==> config.mk <==
export PLATFORM = sky130hd
export DESIGN_NAME = code_serializer
export DESIGN_NICKNAME = d
export VERILOG_FILES = /design/src/rtl/code_serializer.sv
export SDC_FILE = /design/constraint.sdc
export NUM_CORES = 1
export LEC_CHECK = 0
export CAP_MARGIN = 40
export CORE_UTILIZATION = 40
export CTS_BUF_LIST = sky130_fd_sc_hd__clkbuf_4 sky130_fd_sc_hd__clkbuf_8 sky130_fd_sc_hd__clkbuf_16
export DETAILED_ROUTE_END_ITERATION = 6
export GPL_TIMING_DRIVEN = 0
export PLACE_DENSITY = 0.67
export SLEW_MARGIN = 25
export SYNTH_ARGS = -nofsm -noshare
export SYNTH_HDL_FRONTEND = slang
export SYNTH_SLANG_ARGS = --single-unit
==> constraint.sdc <==
create_clock -name clk -period 2.2 [get_ports clk]
set_input_delay 0.44 -clock clk [delete_from_list [all_inputs] [get_ports clk]]
set_output_delay 0.44 -clock clk [all_outputs]
set_load 0.02 [all_outputs]
==> src/rtl/code_serializer.sv <==
// Digit-to-code serializer: 4-bit digits are mapped to 5-bit codes on push, queued in a
// small FIFO, and sent as 8-bit-time frames (start, 5 data LSB first, even parity, stop).
module code_serializer #(
  parameter int DEPTH = 4
) (
  input  logic                     clk,
  input  logic                     rst_n,
  input  logic                     in_valid,
  input  logic [3:0]               in_digit,
  output logic                     in_ready,
  input  logic                     ser_en,
  output logic                     ser_data,
  output logic                     ser_busy,
  output logic                     frame_done,
  output logic [$clog2(DEPTH):0]   count
);

  localparam int PW = $clog2(DEPTH);
  localparam int CW = PW + 1;
  localparam logic [CW-1:0] DEPTH_C = CW'(DEPTH);

  typedef enum logic [2:0] {
    S_IDLE   = 3'd0,
    S_START  = 3'd1,
    S_DATA   = 3'd2,
    S_PARITY = 3'd3,
    S_STOP   = 3'd4
  } state_t;

  state_t          state_q, state_d;
  logic [2:0]      idx_q, idx_d;
  logic [4:0]      shreg_q, shreg_d;
  logic [PW-1:0]   wr_ptr_q, wr_ptr_d;
  logic [PW-1:0]   rd_ptr_q, rd_ptr_d;
  logic [CW-1:0]   count_q, count_d;
  logic            frame_done_q, frame_done_d;

  logic [4:0]      mem [DEPTH];
  logic            push;
  logic            pop;
  logic [4:0]      push_code;

  // Readiness comes from the registered occupancy only, so it never depends on this cycle's pop.
  assign in_ready  = (count_q < DEPTH_C);
  assign push      = in_valid && in_ready;
  assign push_code = in_digit[3] ? ({1'b0, in_digit} + 5'd14)
                                 : ({1'b0, in_digit} + 5'd3);

  always_ff @(posedge clk) begin
    if (push) begin
      mem[wr_ptr_q] <= push_code;
    end
  end

  always_ff @(posedge clk or negedge rst_n) begin
    if (!rst_n) begin
      state_q      <= S_IDLE;
      idx_q        <= 3'd0;
      shreg_q      <= 5'd0;
      wr_ptr_q     <= '0;
      rd_ptr_q     <= '0;
      count_q      <= '0;
      frame_done_q <= 1'b0;
    end else begin
      state_q      <= state_d;
      idx_q        <= idx_d;
      shreg_q      <= shreg_d;
      wr_ptr_q     <= wr_ptr_d;
      rd_ptr_q     <= rd_ptr_d;
      count_q      <= count_d;
      frame_done_q <= frame_done_d;
    end
  end

  always_comb begin
    state_d      = state_q;
    idx_d        = idx_q;
    pop          = 1'b0;
    frame_done_d = 1'b0;
    unique case (state_q)
      S_IDLE: begin
        if (count_q != '0) begin
          pop     = 1'b1;
          state_d = S_START;
        end
      end
      S_START: begin
        if (ser_en) begin
          state_d = S_DATA;
          idx_d   = 3'd0;
        end
      end
      S_DATA: begin
        if (ser_en) begin
          if (idx_q == 3'd4) begin
            state_d = S_PARITY;
          end else begin
            idx_d = idx_q + 3'd1;
          end
        end
      end
      S_PARITY: begin
        if (ser_en) begin
          state_d = S_STOP;
        end
      end
      S_STOP: begin
        // A queued code chains straight into the next start bit with no idle gap.
        if (ser_en) begin
          frame_done_d = 1'b1;
          if (count_q != '0) begin
            pop     = 1'b1;
            state_d = S_START;
          end else begin
            state_d = S_IDLE;
          end
        end
      end
      default: begin
        state_d = S_IDLE;
      end
    endcase
  end

  always_comb begin
    wr_ptr_d = wr_ptr_q;
    rd_ptr_d = rd_ptr_q;
    count_d  = count_q;
    shreg_d  = shreg_q;
    if (push) begin
      wr_ptr_d = wr_ptr_q + PW'(1);
    end
    if (pop) begin
      rd_ptr_d = rd_ptr_q + PW'(1);
      shreg_d  = mem[rd_ptr_q];
    end
    unique case ({push, pop})
      2'b10:   count_d = count_q + CW'(1);
      2'b01:   count_d = count_q - CW'(1);
      default: count_d = count_q;
    endcase
  end

  always_comb begin
    ser_data = 1'b1;
    ser_busy = 1'b1;
    unique case (state_q)
      S_IDLE: begin
        ser_data = 1'b1;
        ser_busy = 1'b0;
      end
      S_START:  ser_data = 1'b0;
      S_DATA:   ser_data = shreg_q[idx_q];
      S_PARITY: ser_data = ^shreg_q;
      S_STOP:   ser_data = 1'b1;
      default: begin
        ser_data = 1'b1;
        ser_busy = 1'b0;
      end
    endcase
  end

  assign frame_done = frame_done_q;
  assign count      = count_q;

endmodule

# After elaboration in Yosys (flattened, before gate mapping)
# Memory sizes are Yosys's and may differ from the RTL's. A register that Yosys moved wholly into a read port is not among the register bits.
# Index checks and enable logic that the tools add are counted.
# totals
ff_bits	14
latchBits	0
mem_bits_rw	20
mem_bits_ro	0
inputBits	8
output_inout_bits	7
wordCells	65
mem_count	1
# op_classes
n_addsub	7
multipliers	0
div_mod_pow	0
magnitude_cmp	2
n_eq_ne	14
n_shift	0
n_mux	25
bitwise	0
n_reduce_logical	10
# memory_table
memory	depth	width	read_ports	rd_ports_with_merged_regs	wr	line	text
mem	4	5	1	1	1	38	logic [4:0] mem [DEPTH];
# op_table
cell	count
2-to-1 mux 3 bit	9
case mux 3 bit (5 select lines)	1
inequality test 2 bit (second input constant)	7
case mux 3 bit (2 select lines)	2
2-to-1 mux 1 bit	9
adder 3 x 1 -> 3 bit (second input constant)	2
== test 3 x 2 -> 1 bit (second input constant)	2
== test 3 bit (second input constant)	2
AND reduction 6 bit	1
adder 4 x 2 -> 5 bit (second input constant)	1
adder 4 x 4 -> 5 bit (second input constant)	1
2-to-1 mux 5 bit	1
parity 5 bit	1
adder 2 x 1 -> 2 bit (second input constant)	2
less-than comparator 3 x 4 -> 1 bit (second input constant)	1
AND reduction 4 bit	1
nonzero test 2 bit	2
OR reduction 4 bit	1
binary-select mux 1 bit (select 3 bit)	1
== test 3 x 1 -> 1 bit (second input constant)	1
logical NOT 3 bit	1
less-than comparator 3 bit (second input constant)	1
case mux 1 bit (3 select lines)	1
nonzero test 3 bit	1
other kinds (6)	6

# Longest topological paths before layout
# Gate-level depths: netlist (run 1).
# logic_depth
word_depth	6
depth_mapped	10
ltp_nobuf	9

# Least setup slack after synthesis (run 1)
# No wires, ideal clock.
# synth_path
path_kind	register to register
startpoint	register count_q[0] (netlist: count[0])
endpoint	register count_q[2] (netlist: count[2])
setup_time_ns	0.080
arrival_time_ns	1.891
t_required_ns	2.120
setup_slack_ns	0.229
stages_incl_launch_ff	10
n_path_buf	0
period_less_slack_ns	1.971
cell_sequence	dfrtp_1 -> nor3_1 -> nand3b_2 -> inv_1 -> ha_1 -> inv_1 -> fa_1 -> xor2_1 -> nor2_1 -> xnor2_1
# synth_via
elab_chain_cells	6
word_cells_on_any_way	12
cone_classes	add/sub: 2; order compare: 1; eq/ne: 2; mux: 4; reduce/logical: 3
# synth_rtl
element	line	text
start: declaration	35	logic [CW-1:0] count_q, count_d;
start signal: assignment	70	count_q <= count_d;
nonzero test 3 bit (*)	82, 111	
2-to-1 mux 1 bit (*)	82, 111	
2-to-1 mux 1 bit	109	if (ser_en) begin
case mux 1 bit (2 select lines) (*)	80	unique case (state_q)
net pop	40	logic pop;
== test 2 x 1 -> 1 bit / == test 2 bit (equally long branches)	137	unique case ({push, pop})
case mux 3 bit (2 select lines) / nonzero test 2 bit (equally long branches)	-	
# Mark *: on every way through the listed nets, which the timed path passes. The rest lies on a longest branch.
# A chain may end at the register's enable or synchronous reset.

# Worst setup path after layout (run 1)
# layout_path
startpoint	input ser_en
endpoint	register count_q[2] (netlist: count[2])
# layout_via
elab_chain_cells	4
word_cells_on_any_way	6
cone_classes	eq/ne: 2; mux: 3; reduce/logical: 1
# layout_rtl
element	line	text
start: declaration	11	input logic ser_en,
2-to-1 mux 1 bit (*)	109	
case mux 1 bit (2 select lines) (*)	80	
net pop	40	
== test 2 x 1 -> 1 bit / == test 2 bit (equally long branches)	137	
case mux 3 bit (2 select lines) / nonzero test 2 bit (equally long branches)	-	
# Marked as above.

==> flow_summary_export.csv, run 1 <==
group,metric,value,unit
run_status,status,"finished clean",
synthesis,yosysTopAreaCell,"edfxtp_1",
detailed_routing,drt_wl_total,3053,um
timing,skew,0.01145,ns
setup_path,timing.critical_path.required,2.41,ns
synthesis,synth_top_cell_area_share,0.3095,
timing,fin_ws,0.1518,ns
synthesis,synth.area.top_cells,"edfxtp_1 31%, dfrtp_1 25%, ha_1 7.1%",
detailed_routing,drc,0,
synthesis,synth-edff-count,20,
timing,finalSetupViolCount,0,
setup_path,crit_type,"in -> reg",
cts,cts_hold_buf,0,
global_route,antenna_found_initial,0,
setup_path,slowest_delay,0.37,ns
detailed_routing,dr.pass1.iters,4,
synthesis,netlist_instances,147,
floorplan,num_rows,24,
setup_path,path_cells,"dlygate4sd2_1 -> nand2b_4 -> nand3b_4 -> inv_1 -> ha_2 -> inv_1 -> fa_1 -> xor2_1 -> nor2_1 -> xnor2_1",
timing,timing.final.crit_period,2.048,ns
finish,fill_cells,395,
setup_path,cp_max_fo,8,
setup_path,critPathLaunchType,"input port",
detailed_routing,dr_total_vias,1113,
place,dp.cells,213,
setup_path,cp_top_family,"adder cells",
floorplan,start_util,0.4308,
timing,slew-limit-headroom,0.6825,
synthesis,synth_area,0.001941,sq mm
synthesis,ys_types,38,
cts,cts_tree,"done",
cts,numCtsBuffers,5,
timing,finalHoldViolCount,0,
timing,timing.final.crit_share,0.9310,
timing,tightest_slew,0.4747,ns
cts,cts_post_setup_buffers_inserted,0,
setup_path,arrival,2.26,ns
setup_path,worstSetupStartpoint,"ser_en",
timing,fmax,0.4882,GHz
timing,rsz0062_at_grt,"no",
cts,clk_pin_slew,0.08,ns
cts,cts_sinks,39,
synthesis,synthArstFlopShare,0.4872,
setup_path,cp_slowest_cell,"dlygate4sd2_1",
finish,layout.cells.non_filler,221,
setup_path,timing.rr.start,"state_q[0]",
global_route,grt_start_max_net_pins,13,
finish,stdcell_area,0.002283,sq mm
finish,final_common_cell,"edfxtp_1",
synthesis,yosys_register_bits,39,
global_route,gr-total-overflow,0,
synthesis,synth_warnings,0,
finish,final_cell_mix,"20 x edfxtp_1, 19 x dfrtp_1, 15 x inv_1",
floorplan,die_w,71.65,um
pwr,irDropWorstVdd,0.0004928,V
place,globalplace.congestion,0.7513,
setup_path,crit_top_cell,"inv_1",
setup_path,worst-path-buf-inv,3,
place,port_buffers,13,
pwr,leakagePower,0.9282,nW
synthesis,syn_avg_cell_area,13.20,sq um
global_route,grtUsageTotal,0.1371,
finish,fin_nets,188,
timing,whs,0.4665,ns
place,dp_hpwl,2304,um
detailed_routing,routedWlPerCell,13.81,um
detailed_routing,drt_iter0_drc,38,
floorplan,die_area,0.005134,sq mm
finish,drive_gt1_frac,0.1657,
finish,area_growth_syn_to_layout,17.67,%
synthesis,synth_fp_nets,167,
global_route,grt_pass1_vias,1115,
floorplan,die_h,71.65,um
min_path,hold_path.class,"in -> async",
global_route,grt_pass1_wl,5285,um
run,max_cap_viol_count,0,
setup_path,cp-end-kind,"flop",
floorplan,core,0.004504,sq mm
detailed_routing,via_per_inst,5.036,
detailed_routing,antenna_left,0,
cts,clk_path_buf_depth,2,
place,dpl_worst_slack,-0.5020,ns
floorplan,io_pins,15,
synthesis,yosysSeqAreaShare,0.5545,
cts,htreeDepth,2,
cts,root_buffer,"clkbuf_8",
finish,n_antenna_cell,0,
synthesis,synth_flop_cell,"edfxtp_1",
place,placed_cell_area,0.002151,sq mm
timing,slew_violations,0,
cts,worstSkewPairLatency,0.29,ns
pwr,pwr_density_cell,1376,mW/mm^2
==> per-stage QoR <==
step / TNS [ns] / total power, mW / utilization
after floorplan: 0 / 2.182 / -
after global placement: -0.6811 / 2.505 / 0.4742
after detailed placement: -0.8470 / 2.569 / 0.4775
after CTS: 0 / 3.156 / 0.5042
after global routing: 0 / 3.370 / 0.5069
final: 0 / 3.141 / 0.5069
==> layout make-up <==
cell class	count	area (sq um)	share of cell area
Sequential cell	39	1076	0.4712
Clock inverter	3	38.79	0.01699
Timing Repair Buffer	14	137.6	0.06027
Tap cell	52	65.06	0.02849
Inverter	15	56.30	0.02466
Clock buffer	5	68.82	0.03014
Multi-Input combinational cell	86	802.0	0.3512
Buffer	7	38.79	0.01699
==> synthesized netlist by cell type, drive strengths merged, types with 3 or more instances <==
master,count
edfxtp,20
nor2b,4
and2,4
nand2,6
inv,15
mux2,5
xor2,4
xnor2,8
buf,4
nor2,6
o21ai,5
mux4,5
dfrtp,19
mux2i,4
ha,11
a21oi,5
clkbuf,3
==> cells by family (layout without fill, tap and decap cells) <==
group	Yosys count	after routing	share of synthesized area
fa+ha+maj	12	12	0.08124
flops	39	39	0.5545
mux	14	14	0.1077
simple gates	31	31	0.09284
buf+inv	22	44	0.04771
xor+xnor	13	13	0.06576
compound gates	16	16	0.05029
==> flip-flops by register name, summed over array words and instances (netlist names) <==
register and count:
mem 20, shreg_q 5, count 3, idx_q 3
state_q 3, rd_ptr_q 2, wr_ptr_q 2, frame_done 1
==> report_power, final <==
part / switching, mW / leakage (nW) / total (mW) / internal (mW)
sequential: 0.159 / 0.415 / 1.16 / 0.999
combinational: 0.696 / 0.458 / 1.40 / 0.707
clock: 0.250 / 0.0556 / 0.582 / 0.332
==> per-layer routing <==
| layer | GRT usage | up-vias | part of all wire |
|---|---|---|---|
| li1 | - | 552 | - |
| met1 | 0.1664 | 545 | 0.45 |
| met5 | 0 | - | 0 |
| met3 | 0.04641 | 2 | 0.034 |
| met4 | 0.04575 | 0 | 0.0056 |
| met2 | 0.2296 | 14 | 0.51 |
==> timing repair <==
item	4_1_cts	5_1_grt
pin swaps	0	3
setup endpoints to repair	4	2
cloned	0	0
resized for setup	6	5
==> worst paths after layout <==
check                         endpoint  slack (ns)  cells past startpoint
max in group asynchronous  wr_ptr_q[1]        1.29                      2
min                           idx_q[2]        0.47                      1
max reg2reg                   count[2]        0.16                      9
min in group clk              count[0]        0.54                      1
max                           count[2]        0.15                     10
min reg2reg                   count[0]        0.54                      1
No activity file was read; power rests on OpenSTA's default activity.
==> inputs of run 2 (changes only) <==
--- a/config.mk
+++ b/config.mk
@@ -5,9 +5,10 @@
 export SDC_FILE = /design/constraint.sdc
 export NUM_CORES = 1
 export LEC_CHECK = 0
-export CAP_MARGIN = 40
+export CAP_MARGIN = 20
 export CORE_UTILIZATION = 40
 export CTS_BUF_LIST = sky130_fd_sc_hd__clkbuf_4 sky130_fd_sc_hd__clkbuf_8 sky130_fd_sc_hd__clkbuf_16
+export CTS_CLUSTER_SIZE = 20
 export DETAILED_ROUTE_END_ITERATION = 6
 export GPL_TIMING_DRIVEN = 0
 export PLACE_DENSITY = 0.67
@@ -15,3 +16,4 @@
 export SYNTH_ARGS = -nofsm -noshare
 export SYNTH_HDL_FRONTEND = slang
 export SYNTH_SLANG_ARGS = --single-unit
+export TNS_END_PERCENT = 30
==> run 2 against run 1 <==
  * Fmax grew 0.19%
  * Non-clock buffer count shrank 1
  * Global-route usage down 0.30 points
  * Sequential share of layout area increased by 0.31 points
  * Clock power down 1%
  * Core utilization down 0.33 points
  * Total power shrank 0.34%
  * First-iteration DRC count is 32% higher
  * Critical endpoint unchanged
  * Largest power group unchanged
==> flow_summary_export.csv, run 2 (synthesis results as in run 1) <==
group,metric,value,unit
detailed_routing,via_per_inst,5.086,
detailed_routing,dr.pass1.iters,4,
timing,tightest_slew,0.8935,ns
place,dpl_worst_slack,-0.5104,ns
finish,final_cell_mix,"20 x edfxtp_1, 19 x dfrtp_1, 15 x inv_1",
finish,fin_nets,187,
cts,clk_pin_slew,0.08,ns
setup_path,cp_top_family,"adder cells",
detailed_routing,drc,0,
setup_path,crit_top_cell,"inv_1",
global_route,grt_pass1_wl,5250,um
floorplan,die_h,71.65,um
finish,reg_top3,"mem: 20 flops, shreg_q: 5 flops",
finish,area_growth_syn_to_layout,16.89,%
setup_path,cp_slowest_cell,"dfrtp_1",
global_route,grt_start_max_net_pins,20,
timing,finalHoldViolCount,0,
global_route,grt_pass1_vias,1146,
finish,n_antenna_cell,0,
place,globalplace.congestion,0.7513,
detailed_routing,drt_wl_total,3070,um
detailed_routing,dr_total_vias,1119,
cts,numCtsBuffers,5,
setup_path,arrival,2.25,ns
timing,finalSetupViolCount,0,
floorplan,die_w,71.65,um
pwr,power.share.switching,0.3507,
setup_path,worst-path-buf-inv,3,
run,max_cap_viol_count,0,
min_path,hold_path.class,"reg -> reg",
timing,skew,0.009037,ns
setup_path,critPathLaunchType,"flop",
floorplan,start_util,0.4308,
detailed_routing,routedWlPerCell,13.95,um
setup_path,timing.rr.start,"state_q[1]",
pwr,p_seq_frac,0.370,
timing,fmax,0.4892,GHz
setup_path,timing.critical_path.required,2.41,ns
pwr,total_power,3.131,mW
finish,fill_cells,397,
finish,drive_gt1_frac,0.1607,
global_route,gr-total-overflow,0,
cts,cts_hold_buf,0,
place,port_buffers,13,
pwr,combPwrFrac,0.446,
global_route,antenna_found_initial,0,
floorplan,num_rows,24,
setup_path,path_cells,"clkbuf_4 -> nor2_4 -> nand3b_4 -> inv_1 -> ha_1 -> inv_1 -> fa_1 -> xor2_1 -> nor2_1 -> xnor2_1",
finish,largest_reg_flops,20,
pwr,pwr_density_cell,1380,mW/mm^2
cts,cts_sinks,39,
finish,final_common_cell,"edfxtp_1",
setup_path,crit_type,"reg -> reg",
pwr,leakagePower,0.9246,nW
cts,worstSkewPairLatency,0.29,ns
timing,timing.final.crit_period,2.044,ns
pwr,irDropWorstVdd,0.0005073,V
pwr,p_clk_frac,0.184,
place,dp_hpwl,2268,um
setup_path,slowest_delay,0.37,ns
setup_path,cp_max_fo,10,
global_route,grtUsageTotal,0.1340,
setup_path,cp-end-kind,"flop",
floorplan,core,0.004504,sq mm
run_status,status,"finished clean",
detailed_routing,antenna_left,0,
cts,cts_tree,"done",
floorplan,die_area,0.005134,sq mm
cts,root_buffer,"clkbuf_8",
timing,slew-limit-headroom,0.4025,
cts,htreeDepth,2,
finish,regMostFlops,"mem",
timing,slew_violations,0,
timing,timing.final.crit_share,0.9293,
timing,rsz0062_at_grt,"no",
detailed_routing,drt_iter0_drc,50,
min_path,hold_start,"shreg_q[1]",
setup_path,worstSetupStartpoint,"state_q[1]",
timing,fin_ws,0.1556,ns
pwr,internal_power,2.033,mW
floorplan,io_pins,15,
pwr,power.switching,1.098,mW
cts,clk_path_buf_depth,2,
## run 2: layout make-up
type,count,area (sq um),area share
Tap cell,52,65.06,0.02868
Multi-Input combinational cell,86,799.5,0.3525
Clock inverter,3,38.79,0.01710
Buffer,7,40.04,0.01765
Inverter,15,56.30,0.02482
Timing Repair Buffer,13,123.9,0.05461
Sequential cell,39,1076,0.4744
Clock buffer,5,68.82,0.03034
## run 2: path summary, 6_finish.rpt
check / endpoint / slack [ns] / cells after the start
max in group asynchronous: shreg_q[3] / 0.99 / 1
hold reg to reg: shreg_q[1] / 0.54 / 1
setup / recovery: count[2] / 0.16 / 10
min in group asynchronous: idx_q[2] / 0.65 / 1
hold / removal: shreg_q[1] / 0.54 / 1
setup reg to reg: count[2] / 0.16 / 10
## run 2: metrics by stage
stage / util / TNS [ns] / hold WS (ns) / instance area (sq um) / std cells
after floorplan: - / 0 / 0.1444 / 1941 / 147
after global placement: 0.4742 / -0.6811 / 0.5060 / 2136 / 212
after detailed placement: 0.4742 / -0.8596 / 0.5289 / 2136 / 212
after CTS: 0.5008 / 0 / 0.5404 / 2256 / 220
after global routing: 0.5036 / 0 / 0.5629 / 2268 / 220
final: 0.5036 / 0 / 0.5449 / 2268 / 220
## run 2: layer usage
metal / wire [um] / track usage
met5: 0 / 0
met3: 112 / 0.03376
met2: 1557 / 0.2285
met1: 1354 / 0.1608
met4: 46 / 0.05882
## run 2: power groups by stage
stage	sequential, mW	combinational (mW)	clock [mW]
2_1_floorplan	1.16	1.02	0
3_3_place_gp	1.15	1.35	0
3_5_place_dp	1.17	1.40	0
4_1_cts	1.16	1.41	0.586
5_1_grt	1.19	1.56	0.615
6_report	1.16	1.40	0.576
## run 2: timing repair
action / 4_1_cts / 5_1_grt
setup buffers: 0 / 0
pin swaps: 0 / 2
gates cloned: 0 / 0
setup endpoints to repair: 4 / 3
gates resized for setup: 6 / 7
==> inputs of run 3 (changes only) <==
--- a/config.mk
+++ b/config.mk
@@ -6,12 +6,15 @@
 export NUM_CORES = 1
 export LEC_CHECK = 0
 export CAP_MARGIN = 20
+export CELL_PAD_IN_SITES_DETAIL_PLACEMENT = 1
+export CELL_PAD_IN_SITES_GLOBAL_PLACEMENT = 1
 export CORE_UTILIZATION = 40
 export CTS_BUF_LIST = sky130_fd_sc_hd__clkbuf_4 sky130_fd_sc_hd__clkbuf_8 sky130_fd_sc_hd__clkbuf_16
 export CTS_CLUSTER_SIZE = 20
 export DETAILED_ROUTE_END_ITERATION = 6
 export GPL_TIMING_DRIVEN = 0
-export PLACE_DENSITY = 0.67
+export HOLD_SLACK_MARGIN = 0.05
+export PLACE_DENSITY = 0.77
 export SLEW_MARGIN = 25
 export SYNTH_ARGS = -nofsm -noshare
 export SYNTH_HDL_FRONTEND = slang
==> run 3 against run 2 <==
  * Clock skew shrank 0.0014 ns
  * Total power grew 5.2%
  * Sequential power is essentially flat
  * Clock-buffer cell count is the same
  * Critical path depth is the same
  * Global-route usage grew 2.3 points
  * Worst setup slack lost 0.0089 ns
  * Core utilization grew 0.53 points
  * Routed wire length grew 11%
  * Register-to-register slack is essentially flat
  * Die area is the same
  * Via count grew 2.0%
  * Critical path type is now in -> reg
  * Highest routed layer unchanged
==> flow_summary_export.csv, run 3 (synthesis results as in run 1) <==
group,metric,value,unit
run_status,status,"finished clean",
cts,root_buffer,"clkbuf_8",
global_route,grtUsageTotal,0.1566,
finish,drive_gt1_frac,0.1845,
detailed_routing,antenna_left,0,
place,dp_hpwl,2508,um
setup_path,r2r_slack,0.17,ns
timing,finalHoldViolCount,0,
pwr,combPwrFrac,0.431,
timing,timing.final.crit_share,0.9333,
floorplan,die_area,0.005134,sq mm
pwr,leakagePower,0.9275,nW
floorplan,num_rows,24,
finish,fin_nets,187,
floorplan,core,0.004504,sq mm
global_route,gr-total-overflow,0,
setup_path,arrival,2.26,ns
setup_path,cp_max_fo,8,
setup_path,cp-end-kind,"flop",
detailed_routing,routedWlPerCell,15.44,um
setup_path,crit_type,"in -> reg",
global_route,grt_pass1_wl,6044,um
setup_path,slowest_delay,0.41,ns
global_route,grt_pass1_vias,1301,
place,dpl_worst_slack,-0.5202,ns
timing,final.setup.tns,0,ns
finish,stdcell_area,0.002292,sq mm
pwr,p_seq_frac,0.354,
finish,layout.cells.non_filler,220,
timing,finalSetupViolCount,0,
cts,numCtsBuffers,5,
place,globalplace.congestion,0.7734,
finish,final_common_cell,"edfxtp_1",
finish,final_cell_mix,"20 x edfxtp_1, 18 x dfrtp_1, 15 x inv_1",
global_route,grt_start_max_net_pins,20,
cts,htreeDepth,2,
setup_path,timing.critical_path.required,2.41,ns
setup_path,path_cells,"clkdlybuf4s50_1 -> nor2b_1 -> clkbuf_1 -> inv_1 -> ha_2 -> inv_1 -> fa_1 -> xor2_1 -> nor2_1 -> xnor2_1",
floorplan,die_w,71.65,um
finish,area_growth_syn_to_layout,18.12,%
timing,fmax,0.4870,GHz
cts,cts_tree,"done",
cts,clk_pin_slew,0.08,ns
floorplan,io_pins,15,
setup_path,crit_top_cell,"inv_1",
timing,slew-limit-headroom,0.6916,
setup_path,r2r_end,"count[2]",
setup_path,timing.rr.start,"state_q[0]",
floorplan,die_h,71.65,um
pwr,p_clk_frac,0.214,
detailed_routing,dr.pass1.iters,3,
cts,clk_path_buf_depth,2,
timing,slew_violations,0,
timing,skew,0.007637,ns
timing,fin_ws,0.1467,ns
finish,n_antenna_cell,0,
cts,cts_post_setup_buffers_inserted,0,
timing,timing.final.crit_period,2.053,ns
floorplan,start_util,0.4308,
detailed_routing,drc,0,
detailed_routing,drt_wl_total,3397,um
finish,largest_reg_flops,20,
pwr,irDropWorstVdd,0.0007364,V
setup_path,cp_slowest_cell,"clkdlybuf4s50_1",
setup_path,critPathLaunchType,"input port",
finish,regMostFlops,"mem",
cts,cts_sinks,39,
global_route,antenna_found_initial,0,
detailed_routing,via_per_inst,5.186,
timing,rsz0062_at_grt,"no",
cts,worstSkewPairLatency,0.29,ns
timing,tightest_slew,0.4626,ns
min_path,hold_path.class,"in -> async",
run,max_cap_viol_count,0,
detailed_routing,dr_total_vias,1141,
place,port_buffers,13,
pwr,pwr_density_cell,1437,mW/mm^2
pwr,power.switching,1.129,mW
cts,cts_hold_buf,0,
detailed_routing,drt_iter0_drc,16,
finish,reg_top3,"mem: 20 flops, shreg_q: 5 flops",
pwr,total_power,3.293,mW
pwr,internal_power,2.165,mW
pwr,power.share.switching,0.3427,
place,placed_cell_area,0.002136,sq mm
setup_path,worstRegToRegCells,9,
place,dp.cells,212,
## run 3: what timing repair did
item / CTS / global route
pin swaps: 0 / 3
gates resized for setup: 7 / 11
endpoints found under the setup margin: 4 / 3
## run 3: metrics by stage
stage                     utilization  hold slack (ns)
after floorplan                     -           0.1444
after global placement         0.4742           0.5034
after detailed placement       0.4742           0.5242
after CTS                      0.5075           0.5374
after global routing           0.5089           0.1155
final                          0.5089          0.09008
## run 3: routing by layer
| layer | track usage | vias to the layer above | part of all wire |
|---|---|---|---|
| met1 | 0.1733 | 578 | 0.43 |
| li1 | - | 547 | - |
| met3 | 0.03797 | 2 | 0.024 |
| met4 | 0.05882 | 0 | 0.0079 |
| met2 | 0.2893 | 14 | 0.54 |
| met5 | 0 | - | 0 |
## run 3: worst max path at each step
stage                     cells past startpoint       start       end
after floorplan                               9    count[0]  count[2]
after global placement                       10      ser_en  count[2]
after detailed placement                     10      ser_en  count[2]
after CTS                                    10  state_q[1]  count[2]
after global routing                         10    in_valid  count[2]
final                                        10    in_valid  count[2]
## run 3: area by class of cell
class	instances	area, sq um
fillers	443	2212
repair buffers	13	113.9
flip-flops and latches	39	1077
multi-input cells	86	802.0
clock buffers	5	68.82
well taps	52	65.06
plain buffers	7	41.29
clock inverters	3	67.56
inverters	15	56.30
## run 3: worst max-delay path, delay by kind of cell
family,cells,cell delay [ns]
buffers and inverters,4,0.74
AND/OR/NAND/NOR,2,0.24
adder cells (fa/ha/maj),2,0.57
XOR/XNOR,2,0.28
## run 3: power groups by stage
stage,combinational (mW),clock (mW),sequential (mW)
after global placement,1.36,0,1.16
after detailed placement,1.42,0,1.17
final,1.42,0.706,1.17
after floorplan,1.02,0,1.16
after global routing,1.58,0.758,1.19
after CTS,1.44,0.725,1.16
